$ cat src/rtl/veririsc_pkg.sv
// Shared definitions for the VeriRISC accumulator core: opcodes and FSM state encoding.
package veririsc_pkg;

  localparam logic [2:0] OP_HLT = 3'd0;
  localparam logic [2:0] OP_SKZ = 3'd1;
  localparam logic [2:0] OP_ADD = 3'd2;
  localparam logic [2:0] OP_AND = 3'd3;
  localparam logic [2:0] OP_XOR = 3'd4;
  localparam logic [2:0] OP_LDA = 3'd5;
  localparam logic [2:0] OP_STO = 3'd6;
  localparam logic [2:0] OP_JMP = 3'd7;

  typedef enum logic [2:0] {
    BOOT,
    FETCH,
    DECODE,
    OPERAND,
    STORE,
    HALTED
  } state_t;

  // States in which the core owns an outstanding bus transaction.
  function automatic logic is_bus_state(input state_t s);
    return (s == FETCH) || (s == OPERAND) || (s == STORE);
  endfunction

endpackage

$ cat src/rtl/veririsc_if.sv
// Request/acknowledge memory bus between the VeriRISC core (master) and memory (slave).
interface veririsc_if #(
  parameter int unsigned DWIDTH = 8,
  parameter int unsigned AWIDTH = 5
);
  logic              mem_req;
  logic              mem_we;
  logic [AWIDTH-1:0] mem_addr;
  logic [DWIDTH-1:0] mem_wdata;
  logic [DWIDTH-1:0] mem_rdata;
  logic              mem_ack;

  modport master (
    output mem_req, mem_we, mem_addr, mem_wdata,
    input  mem_rdata, mem_ack
  );

  modport slave (
    input  mem_req, mem_we, mem_addr, mem_wdata,
    output mem_rdata, mem_ack
  );
endinterface

$ cat src/rtl/veririsc_alu.sv
// Combinational accumulator datapath: ADD/AND/XOR/LDA result and accumulator zero flag.
module veririsc_alu
  import veririsc_pkg::*;
#(
  parameter int unsigned DWIDTH = 8
) (
  input  logic [2:0]        op,
  input  logic [DWIDTH-1:0] a,
  input  logic [DWIDTH-1:0] b,
  output logic [DWIDTH-1:0] result_c,
  output logic              a_is_zero
);

  always_comb begin
    result_c = b;
    case (op)
      OP_ADD:  result_c = a + b;
      OP_AND:  result_c = a & b;
      OP_XOR:  result_c = a ^ b;
      default: result_c = b;
    endcase
  end

  assign a_is_zero = (a == '0);

endmodule

$ cat src/rtl/veririsc_core.sv
// VeriRISC accumulator core with a variable-length FSM over a req/ack memory bus.
// Optional VERIRISC_RESUME_EN adds a 'resume' input that restarts fetching from HALTED.
module veririsc_core
  import veririsc_pkg::*;
#(
  parameter int unsigned DWIDTH   = 8,
  parameter int unsigned AWIDTH   = 5,
  parameter int unsigned RESET_PC = 0
) (
  input  logic              clk,
  input  logic              rst,
`ifdef VERIRISC_RESUME_EN
  input  logic              resume,
`endif
  veririsc_if.master        bus,
  output logic              halt,
  output logic [AWIDTH-1:0] pc_out
);

  state_t            state, state_nxt;
  logic [AWIDTH-1:0] pc, pc_nxt;
  logic [DWIDTH-1:0] ir, ir_nxt;
  logic [DWIDTH-1:0] ac, ac_nxt;
  logic              req_q, we_q;
  logic [AWIDTH-1:0] addr_q;
  logic [DWIDTH-1:0] alu_result;
  logic              ac_zero;
  logic [2:0]        opcode;
  logic [AWIDTH-1:0] operand;
  logic              xfer;

  assign opcode  = ir[DWIDTH-1 -: 3];
  assign operand = ir[AWIDTH-1:0];
  assign xfer    = req_q & bus.mem_ack;

  veririsc_alu #(.DWIDTH(DWIDTH)) u_alu (
    .op        (opcode),
    .a         (ac),
    .b         (bus.mem_rdata),
    .result_c  (alu_result),
    .a_is_zero (ac_zero)
  );

  // Next-state and architectural register updates.
  always_comb begin
    state_nxt = state;
    pc_nxt    = pc;
    ir_nxt    = ir;
    ac_nxt    = ac;
    case (state)
      BOOT: state_nxt = FETCH;
      FETCH: begin
        if (xfer) begin
          ir_nxt    = bus.mem_rdata;
          state_nxt = DECODE;
        end
      end
      DECODE: begin
        pc_nxt = pc + AWIDTH'(1);
        case (opcode)
          OP_HLT: state_nxt = HALTED;
          OP_SKZ: begin
            if (ac_zero) pc_nxt = pc + AWIDTH'(2);
            state_nxt = FETCH;
          end
          OP_JMP: begin
            pc_nxt    = operand;
            state_nxt = FETCH;
          end
          OP_STO:  state_nxt = STORE;
          default: state_nxt = OPERAND;
        endcase
      end
      OPERAND: begin
        if (xfer) begin
          ac_nxt    = alu_result;
          state_nxt = FETCH;
        end
      end
      STORE: begin
        if (xfer) state_nxt = FETCH;
      end
      HALTED: begin
`ifdef VERIRISC_RESUME_EN
        if (resume) state_nxt = FETCH;
`endif
      end
      default: state_nxt = BOOT;
    endcase
  end

  // Bus outputs are registered from the next state so they line up with the state they belong to.
  always_ff @(posedge clk) begin
    if (rst) begin
      state  <= BOOT;
      pc     <= AWIDTH'(RESET_PC);
      ir     <= '0;
      ac     <= '0;
      req_q  <= 1'b0;
      we_q   <= 1'b0;
      addr_q <= '0;
      halt   <= 1'b0;
    end else begin
      state <= state_nxt;
      pc    <= pc_nxt;
      ir    <= ir_nxt;
      ac    <= ac_nxt;
      req_q <= is_bus_state(state_nxt);
      we_q  <= (state_nxt == STORE);
      halt  <= (state_nxt == HALTED);
      case (state_nxt)
        FETCH:          addr_q <= pc_nxt;
        OPERAND, STORE: addr_q <= ir_nxt[AWIDTH-1:0];
        default:        addr_q <= '0;
      endcase
    end
  end

  assign bus.mem_req   = req_q;
  assign bus.mem_we    = we_q;
  assign bus.mem_addr  = addr_q;
  assign bus.mem_wdata = ac;
  assign pc_out        = pc;

endmodule

$ cat src/flat_wrapper.sv
// flat-port wrapper written by rule: the top's interface ports become plain ports
module veririsc_core_flat import veririsc_pkg::*;
#(
  parameter int unsigned DWIDTH   = 8,
  parameter int unsigned AWIDTH   = 5,
  parameter int unsigned RESET_PC = 0
)
  (clk, rst, halt, pc_out, bus_mem_req, bus_mem_we, bus_mem_addr, bus_mem_wdata, bus_mem_rdata, bus_mem_ack);
  veririsc_if #(.DWIDTH(DWIDTH), .AWIDTH(AWIDTH)) bus_i ();
  input  logic clk;
  input  logic rst;
  output logic halt;
  output logic [AWIDTH-1:0] pc_out;
  output wire logic [$bits(bus_i.mem_req)-1:0] bus_mem_req;
  output wire logic [$bits(bus_i.mem_we)-1:0] bus_mem_we;
  output wire logic [$bits(bus_i.mem_addr)-1:0] bus_mem_addr;
  output wire logic [$bits(bus_i.mem_wdata)-1:0] bus_mem_wdata;
  input wire logic [$bits(bus_i.mem_rdata)-1:0] bus_mem_rdata;
  input wire logic [$bits(bus_i.mem_ack)-1:0] bus_mem_ack;
  assign bus_mem_req = bus_i.mem_req;
  assign bus_mem_we = bus_i.mem_we;
  assign bus_mem_addr = bus_i.mem_addr;
  assign bus_mem_wdata = bus_i.mem_wdata;
  assign bus_i.mem_rdata = bus_mem_rdata;
  assign bus_i.mem_ack = bus_mem_ack;
  veririsc_core #(.DWIDTH(DWIDTH), .AWIDTH(AWIDTH), .RESET_PC(RESET_PC)) u_core (.clk(clk), .rst(rst), .bus(bus_i), .halt(halt), .pc_out(pc_out));
endmodule
$ cat config.mk
export PLATFORM = sky130hd
export DESIGN_NAME = veririsc_core_flat
export DESIGN_NICKNAME = d
export VERILOG_FILES = /design/src/rtl/veririsc_pkg.sv /design/src/rtl/veririsc_if.sv /design/src/rtl/veririsc_alu.sv /design/src/rtl/veririsc_core.sv /design/src/flat_wrapper.sv
export SDC_FILE = /design/constraint.sdc
export NUM_CORES = 1
export LEC_CHECK = 0
export ABC_AREA = 1
export CAP_MARGIN = 15
export CORE_MARGIN = 5
export CORE_UTILIZATION = 35
export DETAILED_ROUTE_END_ITERATION = 10
export PLACE_DENSITY_LB_ADDON = 0.08
export SYNTH_ARGS = -nofsm -noshare
export SYNTH_HDL_FRONTEND = slang
export SYNTH_HIERARCHICAL = 1
export SYNTH_SLANG_ARGS = --single-unit
$ cat constraint.sdc
create_clock -name clk -period 1.65 [get_ports clk]
set_input_delay 0.2475 -clock clk [delete_from_list [all_inputs] [get_ports clk]]
set_output_delay 0.2475 -clock clk [all_outputs]
set_load 0.1 [all_outputs]
# Word-level counts from Yosys, hierarchy flattened
# Cells that the tools add are included.
[totals]
reg_bits = 32
input_bits = 11
elab_cells = 51
out_inout_bits = 21
[op_classes]
n_bitwise = 3
eq_ne = 15
reduce_logical = 10
n_addsub = 3
n_mux = 11
[op_table]
columns = ["cell", "count"]
rows = [
  ["$pmux 8 s3", 1],
  ["$eq 3x3->1 const B", 7],
  ["$mux 5", 4],
  ["$pmux 5 s2", 2],
  ["$eq 3x2->1 const B", 5],
  ["$pmux 3 s5", 1],
  ["$eq 3x1->1 const B", 3],
  ["$pmux 3 s3", 1],
  ["$add 8x8->8", 1],
  ["$and 8x8->8", 1],
  ["$logic_not 8->1", 1],
  ["$xor 8x8->8", 1],
  ["$logic_not 3->1", 2],
  ["$mux 3", 2],
  ["$reduce_or 2->1", 3],
  ["$add 5x1->5 const B", 1],
  ["$add 5x2->5 const B", 1],
  ["$reduce_and 2->1", 2],
  ["$logic_or 1x1->1", 2],
  ["$and 1x1->1", 1],
]

# Depth between registers and ports, before layout
# Gate-level depths: netlist of run 1.
[logic_depth]
word_depth = 7
mapped_depth = 12

# Modules after synthesis
# Netlist of run 1, hierarchy kept.
[modules_own_cells]
columns = ["module", "cells_per_inst", "area_each_um2", "n_inst"]
rows = [
  ["veririsc_core", 224, 1503.9, 1],
  ["veririsc_alu", 118, 621.8, 1],
]

# Worst setup path before layout of run 1
# No wires, ideal clock.
[synth_path]
path_kind = "register to register"
startpoint = "reg u_core.ac[0] (netlist: u_core/bus.mem_wdata[0])"
endpoint = "reg u_core.ac[4] (netlist: u_core/bus.mem_wdata[4])"
synth_period_minus_slack_ns = 2.364
stages_incl_launch_ff = 12
t_required_ns = 1.532
path_buffers = 0
setup_slack_ns = -0.714
arrival_ns = 2.246
cell_sequence = "dfxtp_1 ha_1 inv_1 fa_1 inv_1 nand2_1 nand2_1 nand3_1 nand3_1 nand3b_1 nor2_1 nor2_1"
[synth_between]
elab_chain_cells = 2
[synth_lines]
columns = ["item", "line", "rtl"]
rows = [
  ["start: declaration", "veririsc_core.sv:23", "logic [DWIDTH-1:0] ac, ac_nxt;"],
  ["start signal: assignment", "veririsc_core.sv:107", "ac <= ac_nxt;"],
  ["$add 8x8->8", "veririsc_alu.sv:17", "OP_ADD: result_c = a + b;"],
  ["$pmux 8 s3", "veririsc_alu.sv:16", "case (op)"],
  ["net u_core.alu_result[4]", "veririsc_core.sv:26", "logic [DWIDTH-1:0] alu_result;"],
]
# The timed path passes the listed nets, and every way through them passes these cells.
# A chain may end at the register's enable or synchronous reset.

# Final worst setup path of run 1
[layout_path]
startpoint = "reg u_core.ac[1] (netlist: u_core/bus.mem_wdata[1])"
endpoint = "reg u_core.ac[6] (netlist: u_core/bus.mem_wdata[6])"
# The elaborated chain is that of the path after synthesis.

==> results.toml, run 1 <==
[sta]
maxSlewHeadroom_pct = 78.3
setup_viol = 0
rsz0062_at_grt = "yes"
skew_ns = 0.00383
max_freq_ghz = 0.628
fin_crit_sh_pct = 96.5
whs_ns = 0.409
drv_slew = 0
period_needed_ns = 1.59
final_hold_viol_count = 0
worst_slew_pin_slew_ns = 0.325

[final_layout]
final_nets = 438
final_common_cell = "nand2_1"
drive_gt1_share_pct = 30.2
design_area_mm2 = 0.00334
syn_to_final_growth_pct = 57.0
layout_common_cells = "nand2_1, nor2_1, inv_1"
n_antenna_cell = 0

[floorplanning]
fp.dieH_um = 87.9
dieArea_mm2 = 0.00773
rows = 28
design.core.area_mm2 = 0.00592
io-pin-count = 32
die_w_um = 87.9
start_util_pct = 35.9

[clock_tree]
cts_buffer_depth = 2
cts_setup_buffers = 0
clock_latency_ns = 0.28
path_clk_slew_ns = 0.07
numCtsBuffers = 5
holdBufCountCts = 0
htree_levels = 2
tritoncts = "built"
cts-root-buf = "clkbuf_8"
cts.sinks = 32

[logic_synthesis]
ys_ff_latch = 32
netlist_area_mm2 = 0.00213
ys_types = 28
synth_edf_count = 0
synth_area_per_cell_um2 = 6.22
synth_warnings = 6
ys_seq_area_share_pct = 30.1
syn-num-nets = 364
syn_inst = 342
async_reset_ff_share_pct = 0
synth_ff_type = "dfxtp_1"

[route]
drt-wirelength-per-cell_um = 12.6
wirelength_um = 6210
drc_errors = 0
drt_iter0_drc = 115
final_antenna_net_count = 0
num_vias = 2394
dr.pass1.iters = 4
drt-vias-per-instance = 4.87

[worst_setup_path]
crit_path_top_delay_cell = "fa_2"
start_kind = "flop"
reg2regPathDepth = 12
ff2ff_setup_slack_ns = 0.06
end_kind = "flop"
timing.rr.end = "u_core/bus.mem_wdata[6]"
cp_common_cell = "nand3_1"
crit_fanout = 3
crit_required_ns = 1.87
r2r_start = "u_core/bus.mem_wdata[1]"
worst_ep_arrival_time_ns = 1.81
crit_type = "reg2reg"
cp-startpoint = "u_core/bus.mem_wdata[1]"
path_cells = "buf_6 -> inv_1 -> fa_2 -> inv_2 -> nand2_4 -> nand2_4 -> nand3_1 -> nand3_1 -> nand3_1 -> nand3_1 -> nor2_1 -> nor2_1"
max_stage_delay_ns = 0.38

[worst_hold_path]
min_path_cells = 3
hp-start = "bus_mem_rdata[6]"
holdPathEnd = "u_core/ir[6]"
hold_class = "in2reg"

[power_and_ir_drop]
switchingPower_mw = 0.623
pwr-share-comb_pct = 26.0
peakVddDrop_v = 0.000299
pwr-share-clk_pct = 31.9
power_per_cell_area_mw_per_mm2 = 585
p_seq_share_pct = 42.1
power_leakage_nw = 1.62
sw_frac_of_total_pct = 31.9
power.internal_mw = 1.33

[grt]
grt_pass1_wl_um = 10200
first_global_vias = 2310
grtUsageTotal_pct = 16.9
antenna_found_initial = 0
grt_max_degree = 12
grt-ovfl-total = 0

[outcome]
status = "finished clean"

[place]
io_buffer_count = 31
placed_area_mm2 = 0.00307
dp_hpwl_um = 4850
place_congestion = 0.861

[run]
maxCapViolations = 0
## logic make-up (layout without fill, tap and decap cells)
kind of cell	after synthesis	after routing	share of synthesized area, %
AND/OR/NAND/NOR	201	201	41.3
XOR/XNOR	1	1	0.412
AO/OA/AOI/OAI	46	46	11.8
adder cells (fa/ha/maj)	11	11	6.83
flip-flops	32	32	30.1
buffers and inverters	51	126	9.59
## synthesized netlist by cell type (3+ instances only)
master	instances	area (um^2)
a31oi_1	3	18.8
nand3b_1	4	30.0
nand2_1	97	364
a21oi_1	11	55.1
inv_2	3	11.3
nor2_1	48	180
nor2_4	3	33.8
dfxtp_1	32	641
o22ai_1	3	18.8
o21ai_0	25	125
inv_1	44	165
nand3_1	36	180
nand4_1	5	31.3
ha_1	10	125
## power groups by stage
stage	registers [mW]	logic, mW	clock network (mW)
6_report	0.822	0.508	0.624
5_1_grt	0.826	0.555	0.674
4_1_cts	0.819	0.486	0.643
3_5_place_dp	0.837	0.485	0
3_3_place_gp	0.836	0.482	0
2_1_floorplan	0.907	0.210	0
## sequential cells by signal (all words and copies together) (netlist names)
register and cells:
u_core/bus.mem_we 1, u_core/bus.mem_wdata 8, u_core/pc_out 5, u_core/bus.mem_req 1
u_core/state 3, u_core/halt 1, u_core/ir 8, u_core/bus.mem_addr 5
## per-layer routing
metal	up-vias	global-route usage, %	part of all wire [%]
met5	-	0	0
met4	0	6.42	2.3
met3	11	3.10	3.8
met2	44	30.1	49
met1	1077	20.0	44
li1	1262	-	-
## how the worst max path moves through the flow
stage | endpoint | slack [ns] | cells past startpoint
2_1_floorplan | u_core/bus.mem_wdata[4] | -0.1 | 11
3_3_place_gp | u_core/bus.mem_wdata[4] | -0.35 | 12
3_5_place_dp | u_core/bus.mem_wdata[4] | -0.38 | 12
4_1_cts | u_core/bus.mem_addr[2] | 0.02 | 8
5_1_grt | u_core/bus.mem_wdata[4] | -0.06 | 11
6_report | u_core/bus.mem_wdata[6] | 0.06 | 12
## critical path, delay by kind of cell, from the launching register on
| kind | cells | cell delay (ns) |
|---|---|---|
| adders and majority gates | 1 | 0.38 |
| DFF | 1 | 0.37 |
| and+or+nand+nor | 8 | 0.54 |
| buffers and inverters | 3 | 0.23 |
## through the flow
| stage | instances | utilization (%) | setup slack, ns | TNS, ns | total power, mW |
|---|---|---|---|---|---|
| finish | 492 | 56.4 | 0.0581 | 0 | 1.95 |
| global route | 492 | 56.4 | -0.0573 | -0.142 | 2.06 |
| floorplan | 342 | - | -0.0975 | -0.173 | 1.12 |
| detailed placement | 484 | 51.8 | -0.379 | -2.60 | 1.32 |
| global placement | 484 | 51.8 | -0.353 | -2.62 | 1.32 |
| CTS | 492 | 53.7 | 0.0183 | 0 | 1.95 |
## final cells by class
class / count / area, um^2
inverter: 47 / 176
clock buffer: 6 / 82.6
tap: 75 / 93.8
fill: 562 / 2580
timing repair buffer: 71 / 832
clock inverter: 2 / 10.0
sequential: 32 / 677
multi-input combinational: 259 / 1470
## timing repair
action / in CTS / in global routing
gates resized for setup: 5 / 33
pin swaps: 1 / 17
endpoints found under the setup margin: 7 / 14
Power figures use the tool's default switching activity.
==> inputs of run 2 (changes only) <==
--- a/config.mk
+++ b/config.mk
@@ -8,7 +8,7 @@
 export ABC_AREA = 1
 export CAP_MARGIN = 15
 export CORE_MARGIN = 5
-export CORE_UTILIZATION = 35
+export CORE_UTILIZATION = 45
 export DETAILED_ROUTE_END_ITERATION = 10
 export PLACE_DENSITY_LB_ADDON = 0.08
 export SYNTH_ARGS = -nofsm -noshare
==> results.toml, run 2 (synthesized netlist as in run 1, its figures left out) <==
[outcome]
status = "finished clean"

[final_layout]
n_antenna_cell = 0
layout_common_cells = "nand2_1, nor2_1, inv_1"
syn_to_final_growth_pct = 53.6
drive_gt1_share_pct = 28.0
design_area_mm2 = 0.00327
final_common_cell = "nand2_1"
num-fill-cells = 374
final_nets = 439

[place]
placed_area_mm2 = 0.00305
place_ws_ns = -0.414
place_congestion = 0.902
io_buffer_count = 31
dp_hpwl_um = 4690

[worst_setup_path]
crit_type = "reg2reg"
crit_path_top_delay_cell = "dfxtp_4"
path_delay_family = "simple AND/OR/NAND/NOR gates"
reg2regPathDepth = 12
cp-startpoint = "u_core/bus.mem_wdata[0]"
crit_required_ns = 1.86
r2r_start = "u_core/bus.mem_wdata[0]"
end_kind = "flop"
start_kind = "flop"
cp_num_buf_inv = 2
crit_fanout = 3
max_stage_delay_ns = 0.37
worst_ep_arrival_time_ns = 1.85
path_cells = "ha_4 -> inv_2 -> fa_2 -> inv_2 -> nand2_2 -> nand2_2 -> nand2_1 -> nand2_1 -> nand3_1 -> nand3b_1 -> nor2_1 -> nor2_1"
timing.rr.end = "u_core/bus.mem_wdata[4]"
ff2ff_setup_slack_ns = 0.01
cp-endpoint = "u_core/bus.mem_wdata[4]"
cp.depth = 12

[grt]
antenna_found_initial = 0
grt_pass1_wl_um = 9850
grtUsageTotal_pct = 19.8
grt-ovfl-total = 0
first_global_vias = 2196
grt_max_degree = 15

[route]
drt-vias-per-instance = 5.13
final_antenna_net_count = 0
wirelength_um = 6120
drt_iter0_drc = 182
drt-wirelength-per-cell_um = 13.0
num_vias = 2423
drc_errors = 0
dr.pass1.iters = 4

[floorplanning]
io-pin-count = 32
design.core.area_mm2 = 0.00466
start_util_pct = 45.6
dieArea_mm2 = 0.00620
die_w_um = 78.7
rows = 25
fp.dieH_um = 78.7

[clock_tree]
clock_latency_ns = 0.27
path_clk_slew_ns = 0.07
tritoncts = "built"
cts-root-buf = "clkbuf_8"
cts.sinks = 32
cts_buffer_depth = 2
numCtsBuffers = 5
htree_levels = 2
holdBufCountCts = 0

[sta]
max_freq_ghz = 0.610
period_needed_ns = 1.64
maxSlewHeadroom_pct = 73.4
setup_viol = 0
worst_slew_pin_slew_ns = 0.398
drv_slew = 0
skew_ns = 0.00527
fin_crit_sh_pct = 99.3
fin_ws_ns = 0.0119
final_hold_viol_count = 0
rsz0062_at_grt = "yes"

[power_and_ir_drop]
peakVddDrop_v = 0.000347
power_per_cell_area_mw_per_mm2 = 635
power_leakage_nw = 1.63

[run]
maxCapViolations = 0

[worst_hold_path]
hold_class = "reg2reg"
[run 2: cell count changes in the layout (fill, tap and decap cells not counted), moves of 2 or more]
| cell | change |
|---|---|
| ha_1 | +4 |
| nand2_1 | +3 |
| nor2_1 | +2 |
| a31oi_2 | -2 |
| ha_4 | -4 |
| inv_2 | -2 |
| inv_1 | +2 |
| nand3_1 | -2 |
| nand3_2 | +2 |
| clkinv_2 | -2 |
| a31oi_1 | +2 |
| nand2_4 | -2 |
[run 2: through the flow]
stage | std cells | hold slack [ns] | TNS [ns] | utilization (%) | total power [mW]
3_3_place_gp | 462 | 0.496 | -2.28 | 65.4 | 1.31
2_1_floorplan | 342 | 0.309 | -0.173 | - | 1.12
6_report | 472 | 0.511 | 0 | 70.1 | 2.07
5_1_grt | 472 | 0.535 | -0.197 | 70.1 | 2.19
3_5_place_dp | 462 | 0.503 | -2.59 | 65.4 | 1.32
4_1_cts | 470 | 0.514 | 0 | 68.2 | 2.08
[run 2: area by class of cell]
cell class	count	area (um^2)	area share (%)
clock buffers	8	121	3.72
inverters	47	176	5.40
multi-input cells	259	1380	42.1
flip-flops and latches	32	678	20.8
well taps	54	67.6	2.07
repair buffers	72	846	25.9
[run 2: routing by layer]
metal	vias up	track usage, %	wire length, um
met3	10	3.51	243
met4	0	7.17	122
met5	-	0	0
met2	57	35.7	3180
met1	1096	23.4	2580
li1	1260	-	-
[run 2: tightest hold or removal path: cells and delay by family, from the launching register on]
| kind | cells | cell delay, ns |
|---|---|---|
| flops | 1 | 0.31 |
| simple gates | 2 | 0.15 |
[run 2: report_power, final]
| part | total [mW] | switching (mW) | internal (mW) |
|---|---|---|---|
| Combinational | 0.499 | 0.300 | 0.199 |
| Clock | 0.753 | 0.282 | 0.472 |
| Sequential | 0.822 | 0.0315 | 0.791 |
| Total | 2.07 | 0.613 | 1.46 |
[run 2: how the worst min path moves through the flow]
stage / startpoint / cells past startpoint / endpoint / slack [ns]
CTS: u_core/ir[0] / 2 / u_core/ir[0] / 0.51
global route: u_core/ir[3] / 2 / u_core/ir[3] / 0.54
finish: u_core/ir[0] / 2 / u_core/ir[0] / 0.51
detailed placement: u_core/ir[0] / 2 / u_core/pc_out[0] / 0.50
floorplan: rst / 1 / u_core/pc_out[3] / 0.31
global placement: u_core/ir[4] / 2 / u_core/ir[4] / 0.50
[run 2: timing repair]
item	in CTS	in global routing
resized for setup	3	18
pin swaps	1	9
cloned	0	0
setup buffers	0	2
endpoints found under the setup margin	6	12
